[config.mk]
export PLATFORM = sky130hd
export DESIGN_NAME = if_prefetch_queue_flat
export DESIGN_NICKNAME = d
export VERILOG_FILES = /design/src/rtl/rv_fetch_pkg.sv /design/src/rtl/if_prefetch_queue_if.sv /design/src/rtl/sync_fifo.sv /design/src/rtl/if_prefetch_queue.sv /design/src/flat_wrapper.sv
export SDC_FILE = /design/constraint.sdc
export NUM_CORES = 1
export LEC_CHECK = 0
export CORE_ASPECT_RATIO = 0.75
export CORE_MARGIN = 4
export CORE_UTILIZATION = 30
export CTS_CLUSTER_SIZE = 8
export DETAILED_ROUTE_END_ITERATION = 10
export PLACE_DENSITY = 0.48
export SLEW_MARGIN = 20
export SYNTH_ARGS = -nofsm -noshare
export SYNTH_HDL_FRONTEND = slang
export SYNTH_SLANG_ARGS = --single-unit
[constraint.sdc]
create_clock -name i_clk -period 3.5 [get_ports i_clk]
set_clock_uncertainty 0.05 [all_clocks]
set_input_delay 1.05 -clock i_clk [delete_from_list [all_inputs] [get_ports i_clk]]
set_output_delay 1.05 -clock i_clk [all_outputs]
set_load 0.1 [all_outputs]
[src/rtl/rv_fetch_pkg.sv]
// Shared definitions for the instruction prefetch front-end.
//   DEFAULT_NOP_INST : word presented downstream when nothing is buffered
//   DEFAULT_RESET_PC : first fetch address after reset
//   PC_INC           : sequential fetch stride in bytes
//   PC_ALIGN_MASK    : clears the byte-offset bits of a redirect target
//   fetch_state_t    : front-end FSM states
//   fetch_entry_t    : one buffered instruction with its PC
package rv_fetch_pkg;

  localparam logic [31:0] DEFAULT_NOP_INST = 32'h0000_0013;  // addi x0,x0,0
  localparam logic [31:0] DEFAULT_RESET_PC = 32'h0000_0000;
  localparam logic [31:0] PC_INC           = 32'd4;
  localparam logic [31:0] PC_ALIGN_MASK    = 32'hFFFF_FFFC;

  typedef enum logic [1:0] {
    S_BOOT  = 2'd0,  // single idle cycle after reset release
    S_RUN   = 2'd1,  // normal streaming
    S_DRAIN = 2'd2   // stale responses still owed by memory
  } fetch_state_t;

  typedef struct packed {
    logic [31:0] inst;
    logic [31:0] pc;
  } fetch_entry_t;

endpackage

[src/rtl/if_prefetch_queue_if.sv]
// Instruction-memory request/response bus.
//   req/addr   : fetch request and word address (fetch side drives)
//   gnt        : request accepted this cycle (memory drives)
//   rvalid     : in-order response valid (memory drives)
//   rdata      : response instruction word (memory drives)
// master = prefetch queue, slave = instruction memory.
interface if_prefetch_queue_if;
  logic        req;
  logic [31:0] addr;
  logic        gnt;
  logic        rvalid;
  logic [31:0] rdata;

  modport master (output req, addr, input gnt, rvalid, rdata);
  modport slave  (input req, addr, output gnt, rvalid, rdata);
endinterface

[src/rtl/sync_fifo.sv]
// Small synchronous FIFO of fetch entries.
//   i_clk, i_rst : clock, asynchronous active-high reset
//   push, wdata  : write one entry
//   pop, rdata   : consume the head entry; rdata is the head, combinational
//   flush        : empty the FIFO (takes priority over push/pop)
//   count        : number of stored entries (0..DEPTH)
//   empty, full  : status flags
module sync_fifo
  import rv_fetch_pkg::*;
#(
  parameter int DEPTH = 4
) (
  input  logic                     i_clk,
  input  logic                     i_rst,
  input  logic                     push,
  input  fetch_entry_t             wdata,
  input  logic                     pop,
  output fetch_entry_t             rdata,
  input  logic                     flush,
  output logic [$clog2(DEPTH):0]   count,
  output logic                     empty,
  output logic                     full
);

  localparam int AW = $clog2(DEPTH);
  localparam logic [AW:0] FULL_CNT = DEPTH[AW:0];

  fetch_entry_t  mem [DEPTH];
  logic [AW-1:0] wr_ptr;
  logic [AW-1:0] rd_ptr;

  // NOTE: sequential state is updated with non-blocking assignments so every
  // flop samples pre-edge values regardless of block ordering.
  always_ff @(posedge i_clk or posedge i_rst) begin
    if (i_rst) begin
      wr_ptr <= '0;
      rd_ptr <= '0;
      count  <= '0;
    end else if (flush) begin
      wr_ptr <= '0;
      rd_ptr <= '0;
      count  <= '0;
    end else begin
      // Pointers are exactly log2(DEPTH) bits, so they wrap on their own.
      if (push) wr_ptr <= wr_ptr + 1'b1;
      if (pop)  rd_ptr <= rd_ptr + 1'b1;
      case ({push, pop})
        2'b10:   count <= count + 1'b1;
        2'b01:   count <= count - 1'b1;
        default: ;
      endcase
    end
  end

  // NOTE: the storage array has no reset; an entry is only read after it has
  // been written, so clearing it would only cost reset fan-out.
  always_ff @(posedge i_clk) begin
    if (push && !flush) mem[wr_ptr] <= wdata;
  end

  assign rdata = mem[rd_ptr];
  assign empty = (count == '0);
  assign full  = (count == FULL_CNT);

endmodule

[src/rtl/if_prefetch_queue.sv]
// Instruction prefetch front-end feeding the IF/ID buffer.
//   i_clk, i_rst   : clock, asynchronous active-high reset
//   imem           : instruction-memory bus (req/addr out, gnt/rvalid/rdata in)
//   i_redirect     : EX-stage taken branch / jump
//   i_redirect_pc  : redirect target (low two bits ignored)
//   i_id_stall     : ID buffer is holding; head entry must not be consumed
//   o_if_vld       : head entry valid
//   o_if_inst      : head instruction, NOP_INST when empty
//   o_if_pc        : head PC, 0 when empty
// Sequential requests are issued while buffered + outstanding fetches stay
// below DEPTH, so a returning response always has a FIFO slot. A redirect
// flushes the FIFO and marks every in-flight response as stale.
module if_prefetch_queue
  import rv_fetch_pkg::*;
#(
  parameter int          DEPTH    = 4,
  parameter logic [31:0] RESET_PC = DEFAULT_RESET_PC,
  parameter logic [31:0] NOP_INST = DEFAULT_NOP_INST
) (
  input  logic                       i_clk,
  input  logic                       i_rst,
  if_prefetch_queue_if.master        imem,
  input  logic                       i_redirect,
  input  logic [31:0]                i_redirect_pc,
  input  logic                       i_id_stall,
  output logic                       o_if_vld,
  output logic [31:0]                o_if_inst,
  output logic [31:0]                o_if_pc
);

  localparam int CW = $clog2(DEPTH) + 1;
  localparam logic [CW:0] CREDIT_CAP = (CW + 1)'(DEPTH);

  fetch_state_t  state, state_next;
  logic [31:0]   fetch_pc, resp_pc, target_pc;
  logic [CW-1:0] outstanding, outstanding_next;
  logic [CW-1:0] discard, discard_next;
  logic [CW-1:0] count;
  logic [CW:0]   in_use;
  logic          fire, rsp, push, pop, empty, full;
  fetch_entry_t  push_entry, head;

  assign target_pc = i_redirect_pc & PC_ALIGN_MASK;

  // Request side: the credit check counts stale in-flight fetches too, since
  // they still return and occupy the response path.
  assign in_use    = {1'b0, count} + {1'b0, outstanding};
  assign imem.req  = (state != S_BOOT) && (in_use < CREDIT_CAP);
  assign imem.addr = fetch_pc;
  assign fire      = imem.req && imem.gnt;

  // A response with nothing outstanding (e.g. one owed from before a reset)
  // is ignored rather than allowed to underflow the counter.
  assign rsp              = imem.rvalid && (outstanding != '0);
  assign outstanding_next = outstanding + CW'(fire) - CW'(rsp);

  // NOTE: every always_comb output gets a default first so no path leaves it
  // unassigned, which would otherwise infer a latch.
  always_comb begin
    discard_next = discard;
    if (i_redirect)                   discard_next = outstanding_next;
    else if (rsp && discard != '0)    discard_next = discard - 1'b1;
  end

  assign state_next = (discard_next != '0) ? S_DRAIN : S_RUN;

  assign push = rsp && (discard == '0) && !i_redirect;
  assign pop  = !empty && !i_id_stall && !i_redirect;

  assign push_entry.inst = imem.rdata;
  assign push_entry.pc   = resp_pc;

  always_ff @(posedge i_clk or posedge i_rst) begin
    if (i_rst) begin
      state       <= S_BOOT;
      fetch_pc    <= RESET_PC;
      resp_pc     <= RESET_PC;
      outstanding <= '0;
      discard     <= '0;
    end else begin
      state       <= state_next;
      outstanding <= outstanding_next;
      discard     <= discard_next;
      if (i_redirect) begin
        fetch_pc <= target_pc;
        resp_pc  <= target_pc;
      end else begin
        if (fire) fetch_pc <= fetch_pc + PC_INC;
        if (push) resp_pc  <= resp_pc + PC_INC;
      end
    end
  end

  sync_fifo #(.DEPTH(DEPTH)) u_fifo (
    .i_clk (i_clk),
    .i_rst (i_rst),
    .push  (push),
    .wdata (push_entry),
    .pop   (pop),
    .rdata (head),
    .flush (i_redirect),
    .count (count),
    .empty (empty),
    .full  (full)
  );

  assign o_if_vld  = !empty;
  assign o_if_inst = empty ? NOP_INST : head.inst;
  assign o_if_pc   = empty ? 32'h0 : head.pc;

  a_no_overflow : assert property (@(posedge i_clk) disable iff (i_rst) !(push && full));
  a_rsp_owed    : assert property (@(posedge i_clk) disable iff (i_rst) imem.rvalid |-> (outstanding != '0));

endmodule

[src/flat_wrapper.sv]
// flat-port wrapper written by rule: the top's interface ports become plain ports
module if_prefetch_queue_flat import rv_fetch_pkg::*;
#(
  parameter int          DEPTH    = 4,
  parameter logic [31:0] RESET_PC = DEFAULT_RESET_PC,
  parameter logic [31:0] NOP_INST = DEFAULT_NOP_INST
)
  (i_clk, i_rst, i_redirect, i_redirect_pc, i_id_stall, o_if_vld, o_if_inst, o_if_pc, imem_req, imem_addr, imem_gnt, imem_rvalid, imem_rdata);
  if_prefetch_queue_if imem_i ();
  input  logic i_clk;
  input  logic i_rst;
  input  logic i_redirect;
  input  logic [31:0] i_redirect_pc;
  input  logic i_id_stall;
  output logic o_if_vld;
  output logic [31:0] o_if_inst;
  output logic [31:0] o_if_pc;
  output wire logic [$bits(imem_i.req)-1:0] imem_req;
  output wire logic [$bits(imem_i.addr)-1:0] imem_addr;
  input wire logic [$bits(imem_i.gnt)-1:0] imem_gnt;
  input wire logic [$bits(imem_i.rvalid)-1:0] imem_rvalid;
  input wire logic [$bits(imem_i.rdata)-1:0] imem_rdata;
  assign imem_req = imem_i.req;
  assign imem_addr = imem_i.addr;
  assign imem_i.gnt = imem_gnt;
  assign imem_i.rvalid = imem_rvalid;
  assign imem_i.rdata = imem_rdata;
  if_prefetch_queue #(.DEPTH(DEPTH), .RESET_PC(RESET_PC), .NOP_INST(NOP_INST)) u_core (.i_clk(i_clk), .i_rst(i_rst), .imem(imem_i), .i_redirect(i_redirect), .i_redirect_pc(i_redirect_pc), .i_id_stall(i_id_stall), .o_if_vld(o_if_vld), .o_if_inst(o_if_inst), .o_if_pc(o_if_pc));
endmodule
## After elaboration in Yosys (flattened, before gate mapping)

Memories as Yosys holds them, arrays and structs flattened.
Cells that the tools add are included.

- Register bits after elaboration: 79
- RAM bits: 256
- Bits of input ports: 70
- Output and inout port bits: 98
- Logic and storage cells: 61
- Memories: 1

Memories:

| memory | words | bits a word | read ports | clocked after memory_dff | write ports | line | RTL |
|---|---|---|---|---|---|---|---|
| u_core.u_fifo.mem | 4 | 64 | 1 | 0 | 1 | sync_fifo.sv:28 | `fetch_entry_t mem [DEPTH];` |

- Add/subtract/negate cells: 10
- Magnitude comparators: 1
- Equality and inequality tests: 2
- Mux-type cells: 17
- Reductions and logical operators: 22

Operators by type and width:

| kind | count |
|---|---|
| 2-to-1 mux 32 bit | 6 |
| adder 32 x 3 -> 32 bit (second input constant) | 2 |
| nonzero test 3 bit | 4 |
| 2-to-1 mux 2 bit | 5 |
| logical AND 1 bit | 9 |
| 2-to-1 mux 3 bit | 3 |
| nonzero test 2 bit | 4 |
| logical NOT 3 bit | 2 |
| one-hot mux 3 bit (2 select lines) | 1 |
| subtractor 3 x 1 -> 3 bit (second input constant) | 2 |
| adder 2 x 1 -> 2 bit (second input constant) | 2 |
| adder 3 x 3 -> 4 bit | 1 |
| less-than comparator 4 x 3 -> 1 bit (second input constant) | 1 |
| adder 3 x 1 -> 3 bit | 1 |
| adder 3 x 1 -> 3 bit (second input constant) | 1 |
| logical NOT 1 bit | 3 |
| subtractor 3 x 1 -> 3 bit | 1 |
| equality test 2 x 1 -> 1 bit (second input constant) | 1 |
| equality test 2 bit (second input constant) | 1 |
| 2-to-1 mux 1 bit | 2 |

## Longest topological paths before layout

Gate-level depths: netlist of the first run.

- Depth after elaboration: 9
- Mapped depth: 12
- Depth with buffers taken out: 12

## Modules after synthesis

Synthesis of the first run repeated with hierarchy kept, for this count alone.

- Cells, all modules: 849
- Area, all modules: 14,168.6 µm²

Modules (own cells, without submodules):

| module | instances | cells each | area each (µm²) | seq. area each (µm²) |
|---|---|---|---|---|
| sync_fifo | 1 | 378 | 9,673.0 | 7,862.5 |
| if_prefetch_queue | 1 | 471 | 4,495.6 | 1,701.6 |

## Least setup slack after synthesis of the first run

No wires, ideal clock.

- Kind: input port to flip-flop
- Start point: in imem_rvalid
- End point: mem u_core.u_fifo.mem[0][10] in the netlist's numbering, enable pin
- Setup time: 0.427 ns
- Arrival time: 3.328 ns
- Required time: 3.023 ns
- Path slack: -0.305 ns
- Cell stages on the path: 5
- Path buffers: 1
- Path through: nand3b_1 -> or2_2 -> clkbuf_1 -> nor2_1 -> and2_1

- Word-level cells in the longest chain between the ends: 6

Ends and longest elaborated chain:

| what | line | RTL |
|---|---|---|
| from (decl) | flat_wrapper.sv:21 | `input wire logic [$bits(imem_i.rvalid)-1:0] imem_rvalid;` |
| logical AND 1 bit | if_prefetch_queue.sv:54 | `assign rsp = imem.rvalid && (outstanding != '0);` |
| logical AND 1 bit (2 in series) | if_prefetch_queue.sv:67 | `assign push = rsp && (discard == '0) && !i_redirect;` |
| logical AND 1 bit | sync_fifo.sv:58 | `if (push && !flush) mem[wr_ptr] <= wdata;` |
| 2-to-1 mux 1 bit | sync_fifo.sv:58 |  |
| 2-to-1 mux 1 bit (implied by the code) | sync_fifo.sv:58 |  |
| to (decl) | sync_fifo.sv:28 |  |

No other way between the ends.

## Worst setup path in the final report of the first run

- Start point: reg u_core.u_fifo.rd_ptr[0]
- End point: out o_if_inst[0]

- Word-level cells in the longest chain between the ends: 2

Ends and longest elaborated chain:

| what | line | RTL |
|---|---|---|
| from (decl) | sync_fifo.sv:30 | `logic [AW-1:0] rd_ptr;` |
| from (signal assigned) | sync_fifo.sv:46 | `if (pop) rd_ptr <= rd_ptr + 1'b1;` |
| memory (4 x 64 bit) | - |  |
| 2-to-1 mux 32 bit | if_prefetch_queue.sv:108 | `assign o_if_inst = empty ? NOP_INST : head.inst;` |
| to (decl) | flat_wrapper.sv:16 | `output logic [31:0] o_if_inst;` |

No other way between the ends.

==> results.py, run 1 <==
metrics = {
    "sta": {
        "setup_viols_final": 0,
        "worst_slew_pin_slew_ns": 0.6462,
        "hold_violations": 0,
        "worst_rel_slew_slack_pct": 56.59,
        "worst_hold_slack_ns": 0.5044,
        "clock.fmax_ghz": 0.2952,
        "drv_slew": 0,
        "rsz0062_at_grt": "no",
        "period_needed_ns": 3.387,
        "final.setup.worst_slack_ns": 0.1125,
        "post-route-period-util_pct": 96.79,
    },
    "cts": {
        "clk_pin_slew_worst_paths_ns": 0.05,
        "worstSkewPairLatency_ns": 0.54,
        "cts_tree": "built",
        "tritoncts_buffers": 46,
        "cts.sink_count": 323,
        "ctsHoldBuffers": 0,
        "cts.path.max_buffers": 3,
        "root_buffer": "clkbuf_16",
        "h_tree_depth": 2,
    },
    "synth": {
        "synth.distinct_cells": 50,
        "seq_area_frac_synth_pct": 68.02,
        "post_synth.cell_area_avg_um2": 16.28,
        "combinational_family_with_the_most_area_after_synthesis": "multiplexers",
        "synth_compound_area_share_pct": 2.985,
        "synth.ff_latch_count": 323,
        "synth-warning-count": 0,
        "postSynthCellCount": 842,
        "synthSimpleGateAreaFrac_pct": 10.49,
        "synth.top_cell.area_share_pct": 54.33,
        "synth_enable_flop_cells": 248,
        "post_synth_xor_area_fraction_pct": 3.003,
        "synthMuxAreaShare_pct": 12.23,
        "yosys.area.top_type": "edfxtp_1",
        "synthesis.area_um2": 13710,
        "async_flop_share_pct": 23.22,
        "netlist_top_cells_area": "edfxtp_1, dfrtp_1, mux4_2, and2_1, xor2_1",
        "ys.flop_type": "edfxtp_1",
        "synth-adder-area-share_pct": 1.387,
    },
    "global_route": {
        "grt_start_max_net_pins": 43,
        "vias_in_the_first_global_route": 8348,
        "grt_first_pass_wirelength_um": 51400,
        "gr-total-overflow": 0,
        "grt_antenna_before_repair": 2,
        "grt_use_total_pct": 13.67,
    },
    "floorplanning": {
        "coreArea_um2": 44930,
        "die_height_um": 193.1,
        "row_count": 67,
        "initial_core_util_pct": 30.51,
        "die-area_um2": 49210,
        "ioPinCount": 168,
        "die_x_um": 254.8,
    },
    "setup_path": {
        "path_max_fanout": 7,
        "critPathLaunchType": "flip-flop",
        "worstReg2RegStart": "u_core.outstanding[2]$_DFF_PP0_",
        "crit_path_dat_ns": 2.29,
        "worstRegToRegCells": 13,
        "rrSetupSlack_ns": 0.57,
        "regToRegEndpoint": "u_core.state[1]$_DFF_PP0_",
        "worst-endpoint-required_ns": 2.40,
        "worstSetupEndpointType": "primary output",
        "path_class": "flip-flop to primary output",
    },
    "worst_hold_path": {
        "min_delay_worst_endpoint": "u_core.u_fifo.mem[2][31]$_DFFE_PP_",
        "hold_sp": "u_core.resp_pc[31]$_DFFE_PP0N_",
        "holdPathStages": 0,
        "hp-class": "flip-flop to flip-flop",
    },
    "cells_and_area": {
        "area.growth.synth_to_final_pct": 33.25,
        "number_of_inserted_filler_cells_in_the_final_layout": 4145,
        "nNetsFinal": 1144,
        "antenna-diode-count": 0,
        "finish.utilization_pct": 40.65,
        "layout.cells.most_common_list": "edfxtp_1, buf_12, dfrtp_1",
        "final_layout_size_suffix_gt1_share_pct": 27.07,
        "layout_commonest_cell": "edfxtp_1",
    },
    "pwr": {
        "power_density_nw_per_um2": 871.6,
        "max_rail_drop_vdd_mv": 0.6012,
        "power.static_leakage_nw": 6.354,
    },
    "detailed_routing": {
        "wl_um": 33730,
        "detail_route.first_pass.iterations": 4,
        "remaining_drc_errors": 0,
        "detail_route.vias_per_cell": 4.802,
        "num_vias": 7976,
        "routedWlPerCell_um": 20.31,
        "initialDrtViolationCount": 398,
        "drtAntennaViolNets": 0,
    },
    "status": {
        "run_status": "completed",
    },
    "placement": {
        "place_ws_ns": -0.04636,
        "io_buffers": 161,
        "finalWeightedCongestion": 0.7915,
        "hpwl_um": 22290,
    },
    "run": {
        "cap_violations": 0,
    },
}
## flip-flops by register name (all words and copies together), names as in the netlist
name	flops
u_core.discard	3
u_core.state	2
u_core.u_fifo.rd_ptr	2
u_core.u_fifo.mem	248
u_core.u_fifo.count	3
u_core.imem.addr	30
u_core.resp_pc	30
u_core.outstanding	3
u_core.u_fifo.wr_ptr	2
## per-layer routing
layer  part of all wire [%]  vias to the layer above  GRT usage (%)
met3                    5.5                       42          3.286
met1                     47                     4080          19.76
met4                    1.5                        2          2.978
li1                       -                     3667              -
met5                  0.039                        -              0
met2                     46                      185          21.18
## cells by family after synthesis
kind of cell / count (synthesis)
flip-flops: 323
AND/OR/NAND/NOR: 246
multiplexers: 88
buffers and inverters: 63
AO/OA/AOI/OAI: 60
XOR/XNOR: 47
adder cells (fa/ha/maj): 14
other: 1
## power breakdown
| part | total (W) | leakage (nW) | switching [W] | internal, W |
|---|---|---|---|---|
| clock network | 0.00392 | 0.608 | 0.00154 | 0.00238 |
| registers | 0.00463 | 3.10 | 0.000248 | 0.00439 |
| logic | 0.00737 | 2.65 | 0.00476 | 0.00261 |
| total | 0.0159 | 6.35 | 0.00654 | 0.00938 |
## timing repair
| item | 4_1_cts | 5_1_grt |
|---|---|---|
| gates resized for setup | 0 | 2 |
| setup buffers | 4 | 0 |
| endpoints found under the setup margin | 36 | 4 |
## worst max-delay path: stages, from the launching register on
cell     delay [ns]
dfrtp_4        0.50
buf_4          0.24
mux4_2         0.50
or2_2          0.32
buf_12         0.18
## stage by stage
step	TNS, ns	total power, W	area (um^2)	cells
after floorplan	0	0.009352	13720	845
after global placement	-0.06788	0.01210	16980	1594
after detailed placement	-0.04636	0.01213	16980	1594
after CTS	0	0.01616	18260	1661
after global routing	0	0.01659	18270	1661
final	0	0.01592	18270	1661
## layout make-up
class	count	area, um^2	area share [%]
Sequential cell	323	9329	51.08
Multi-Input combinational cell	459	4151	22.73
Timing Repair Buffer	209	2724	14.91
Clock buffer	59	1210	6.624
Tap cell	586	733.2	4.014
Inverter	21	78.83	0.4316
Clock inverter	4	38.79	0.2124
## cells in the mapped netlist (all sizes together), types with 12 or more instances
library cell,instances
edfxtp,248
dfrtp,75
and2,66
mux4,62
nor2,32
nand3,26
xor2,26
clkbuf,25
inv,21
xnor2,21
nand2,20
buf,17
mux2,16
nor4,16
nand4,15
and3,12
ha,12
nor3,12
## how the worst max path moves through the flow
| stage | cells past startpoint | to | slack, ns | from |
|---|---|---|---|---|
| floorplan | 4 | o_if_inst[10] | 0.11 | u_core.u_fifo.rd_ptr[0]$_DFFE_PP0P_ |
| global placement | 10 | u_core.state[1]$_DFF_PP0_ | -0.07 | imem_rvalid |
| detailed placement | 12 | u_core.state[1]$_DFF_PP0_ | -0.05 | imem_rvalid |
| CTS | 4 | o_if_pc[31] | 0.03 | u_core.u_fifo.rd_ptr[0]$_DFFE_PP0P_ |
| global route | 4 | o_if_pc[31] | 0.003 | u_core.u_fifo.rd_ptr[0]$_DFFE_PP0P_ |
| finish | 4 | o_if_inst[0] | 0.11 | u_core.u_fifo.rd_ptr[0]$_DFFE_PP0P_ |
Note: power is estimated with default switching activity, not from simulation.
==> inputs of run 2 (changes only) <==
RECOVER_POWER = 50   (was unset)
==> run 2 against run 1 <==
Against the previous run: sequential cell count did not move; non-clock buffer count stayed put; global-route usage is the same; via count decreased by 0.23%; clock power about the same; design area fell by 0.58%; critical path type unchanged.
==> results.py, run 2 (same netlist as run 1, synthesis figures left out) <==
metrics = {
    "placement": {
        "placed_area_um2": 16980,
        "place_inst": 1594,
        "finalWeightedCongestion": 0.7915,
        "hpwl_um": 22290,
        "io_buffers": 161,
        "place_ws_ns": -0.04636,
    },
    "setup_path": {
        "timing.critical_path.slowest_cell_delay_ns": 0.56,
        "path_cells": "buf_12, mux4_2, and2_2, buf_12",
        "critPathLaunchType": "flip-flop",
        "rrSetupSlack_ns": 0.51,
        "crit_path_dat_ns": 2.29,
        "worstSetupEndpointType": "primary output",
        "worstReg2RegStart": "u_core.outstanding[2]$_DFF_PP0_",
        "path_max_fanout": 20,
        "crit_path_frequent_cell": "buf_12",
        "worstRegToRegCells": 13,
        "path_class": "flip-flop to primary output",
        "crit_path_top_delay_cell": "mux4_2",
        "regToRegEndpoint": "u_core.state[1]$_DFF_PP0_",
        "worst-endpoint-required_ns": 2.40,
    },
    "pwr": {
        "power_w": 0.01585,
        "power_density_nw_per_um2": 873.0,
        "max_rail_drop_vdd_mv": 0.6013,
        "power.static_leakage_nw": 6.263,
    },
    "detailed_routing": {
        "wl_um": 33650,
        "num_vias": 7958,
        "routed-wl-met3_um": 1724,
        "drtAntennaViolNets": 0,
        "routedWlPerCell_um": 20.26,
        "detailroute.wirelength.met2_um": 15560,
        "detail_route.vias_per_cell": 4.791,
        "remaining_drc_errors": 0,
        "initialDrtViolationCount": 394,
        "wl_met1_um": 15860,
        "detail_route.first_pass.iterations": 4,
        "route.top_layer_used": "met5",
    },
    "cts": {
        "cts.path.max_buffers": 3,
        "clk_pin_slew_worst_paths_ns": 0.05,
        "ctsHoldBuffers": 0,
        "tritoncts_buffers": 46,
        "cts_tree": "built",
        "root_buffer": "clkbuf_16",
        "cts.sink_count": 323,
        "h_tree_depth": 2,
        "worstSkewPairLatency_ns": 0.54,
    },
    "sta": {
        "post-route-period-util_pct": 96.81,
        "final.setup.worst_slack_ns": 0.1117,
        "clock.fmax_ghz": 0.2951,
        "period_needed_ns": 3.388,
        "worst_rel_slew_slack_pct": 17.03,
        "setup_viols_final": 0,
        "worst_slew_pin_slew_ns": 1.250,
        "rsz0062_at_grt": "no",
        "drv_slew": 0,
        "worst_hold_slack_ns": 0.5044,
        "hold_violations": 0,
    },
    "global_route": {
        "vias_in_the_first_global_route": 8348,
        "gr-total-overflow": 0,
        "grt_start_max_net_pins": 43,
        "grt_first_pass_wirelength_um": 51400,
        "grt_use_total_pct": 13.67,
        "grt_antenna_before_repair": 2,
    },
    "floorplanning": {
        "coreArea_um2": 44930,
        "die-area_um2": 49210,
        "row_count": 67,
        "ioPinCount": 168,
        "die_height_um": 193.1,
        "initial_core_util_pct": 30.51,
        "die_x_um": 254.8,
    },
    "status": {
        "run_status": "completed",
    },
    "cells_and_area": {
        "number_of_inserted_filler_cells_in_the_final_layout": 4178,
        "nNetsFinal": 1144,
        "final_layout_size_suffix_gt1_share_pct": 24.37,
        "multi_input_area_um2": 4151,
        "area.growth.synth_to_final_pct": 32.49,
        "layout_commonest_cell": "edfxtp_1",
        "fin_area_um2": 18160,
        "layout.cells.most_common_list": "edfxtp_1, buf_12, dfrtp_1",
        "finalNonFillerCells": 1661,
        "antenna-diode-count": 0,
        "regArea_um2": 9329,
        "largest_register_ff_count": 248,
        "regMostFlops": "u_core.u_fifo.mem",
    },
    "worst_hold_path": {
        "holdPathStages": 0,
        "min_delay_worst_endpoint": "u_core.u_fifo.mem[2][31]$_DFFE_PP_",
        "hp-class": "flip-flop to flip-flop",
        "hold_sp": "u_core.resp_pc[31]$_DFFE_PP0N_",
    },
    "run": {
        "cap_violations": 0,
    },
}
## run 2: changes by cell type in the layout (fill, tap and decap cells not counted)
| cell | change |
|---|---|
| dlygate4sd3_1 | +35 |
| inv_2 | -1 |
| clkdlybuf4s50_1 | -35 |
| clkbuf_4 | +1 |
| clkbuf_1 | +28 |
| inv_1 | +1 |
| buf_4 | -29 |
## run 2: final cells by class
class / count / share of cell area, %
sequential: 323 / 51.37
multi-input combinational: 459 / 22.86
timing repair buffer: 209 / 14.42
clock buffer: 59 / 6.663
tap: 586 / 4.037
inverter: 21 / 0.4341
clock inverter: 4 / 0.2136
## run 2: per-layer routing
layer,up-vias,GRT usage (%)
met1,4078,19.76
met3,41,3.286
met5,-,0
met2,167,21.18
met4,2,2.978
li1,3670,-
## run 2: worst max-delay path by stage
| stage | endpoint | slack [ns] | start | depth (start not counted) |
|---|---|---|---|---|
| 2_1_floorplan | o_if_inst[10] | 0.11 | u_core.u_fifo.rd_ptr[0]$_DFFE_PP0P_ | 4 |
| 3_3_place_gp | u_core.state[1]$_DFF_PP0_ | -0.07 | imem_rvalid | 10 |
| 3_5_place_dp | u_core.state[1]$_DFF_PP0_ | -0.05 | imem_rvalid | 12 |
| 4_1_cts | o_if_pc[31] | 0.03 | u_core.u_fifo.rd_ptr[0]$_DFFE_PP0P_ | 4 |
| 5_1_grt | o_if_pc[31] | 0.003 | u_core.u_fifo.rd_ptr[0]$_DFFE_PP0P_ | 4 |
| 6_report | o_if_pc[31] | 0.11 | u_core.u_fifo.rd_ptr[0]$_DFFE_PP0P_ | 4 |
## run 2: repair_timing
| item | CTS | global route |
|---|---|---|
| resized for setup | 0 | 2 |
| pin swaps | 0 | 0 |
| setup endpoints to repair | 36 | 4 |
| buffers inserted | 4 | 0 |
| endpoints found under the hold margin | 0 | 0 |
## run 2: power breakdown
group / leakage (nW) / internal, W / switching, W
logic: 2.56 / 0.00254 / 0.00476
registers: 3.10 / 0.00439 / 0.000246
clock network: 0.608 / 0.00238 / 0.00154
total: 6.26 / 0.00931 / 0.00654
## run 2: stage by stage
stage	setup TNS, ns	util [%]
global route	0	40.42
CTS	0	40.64
global placement	-0.06788	37.79
finish	0	40.42
detailed placement	-0.04636	37.79
floorplan	0	-
## run 2: critical path: cells and delay by family (launching register included)
| family | cells | cell delay [ns] |
|---|---|---|
| buffers and inverters | 2 | 0.41 |
| DFF | 1 | 0.50 |
| muxes | 1 | 0.56 |
| and+or+nand+nor | 1 | 0.26 |
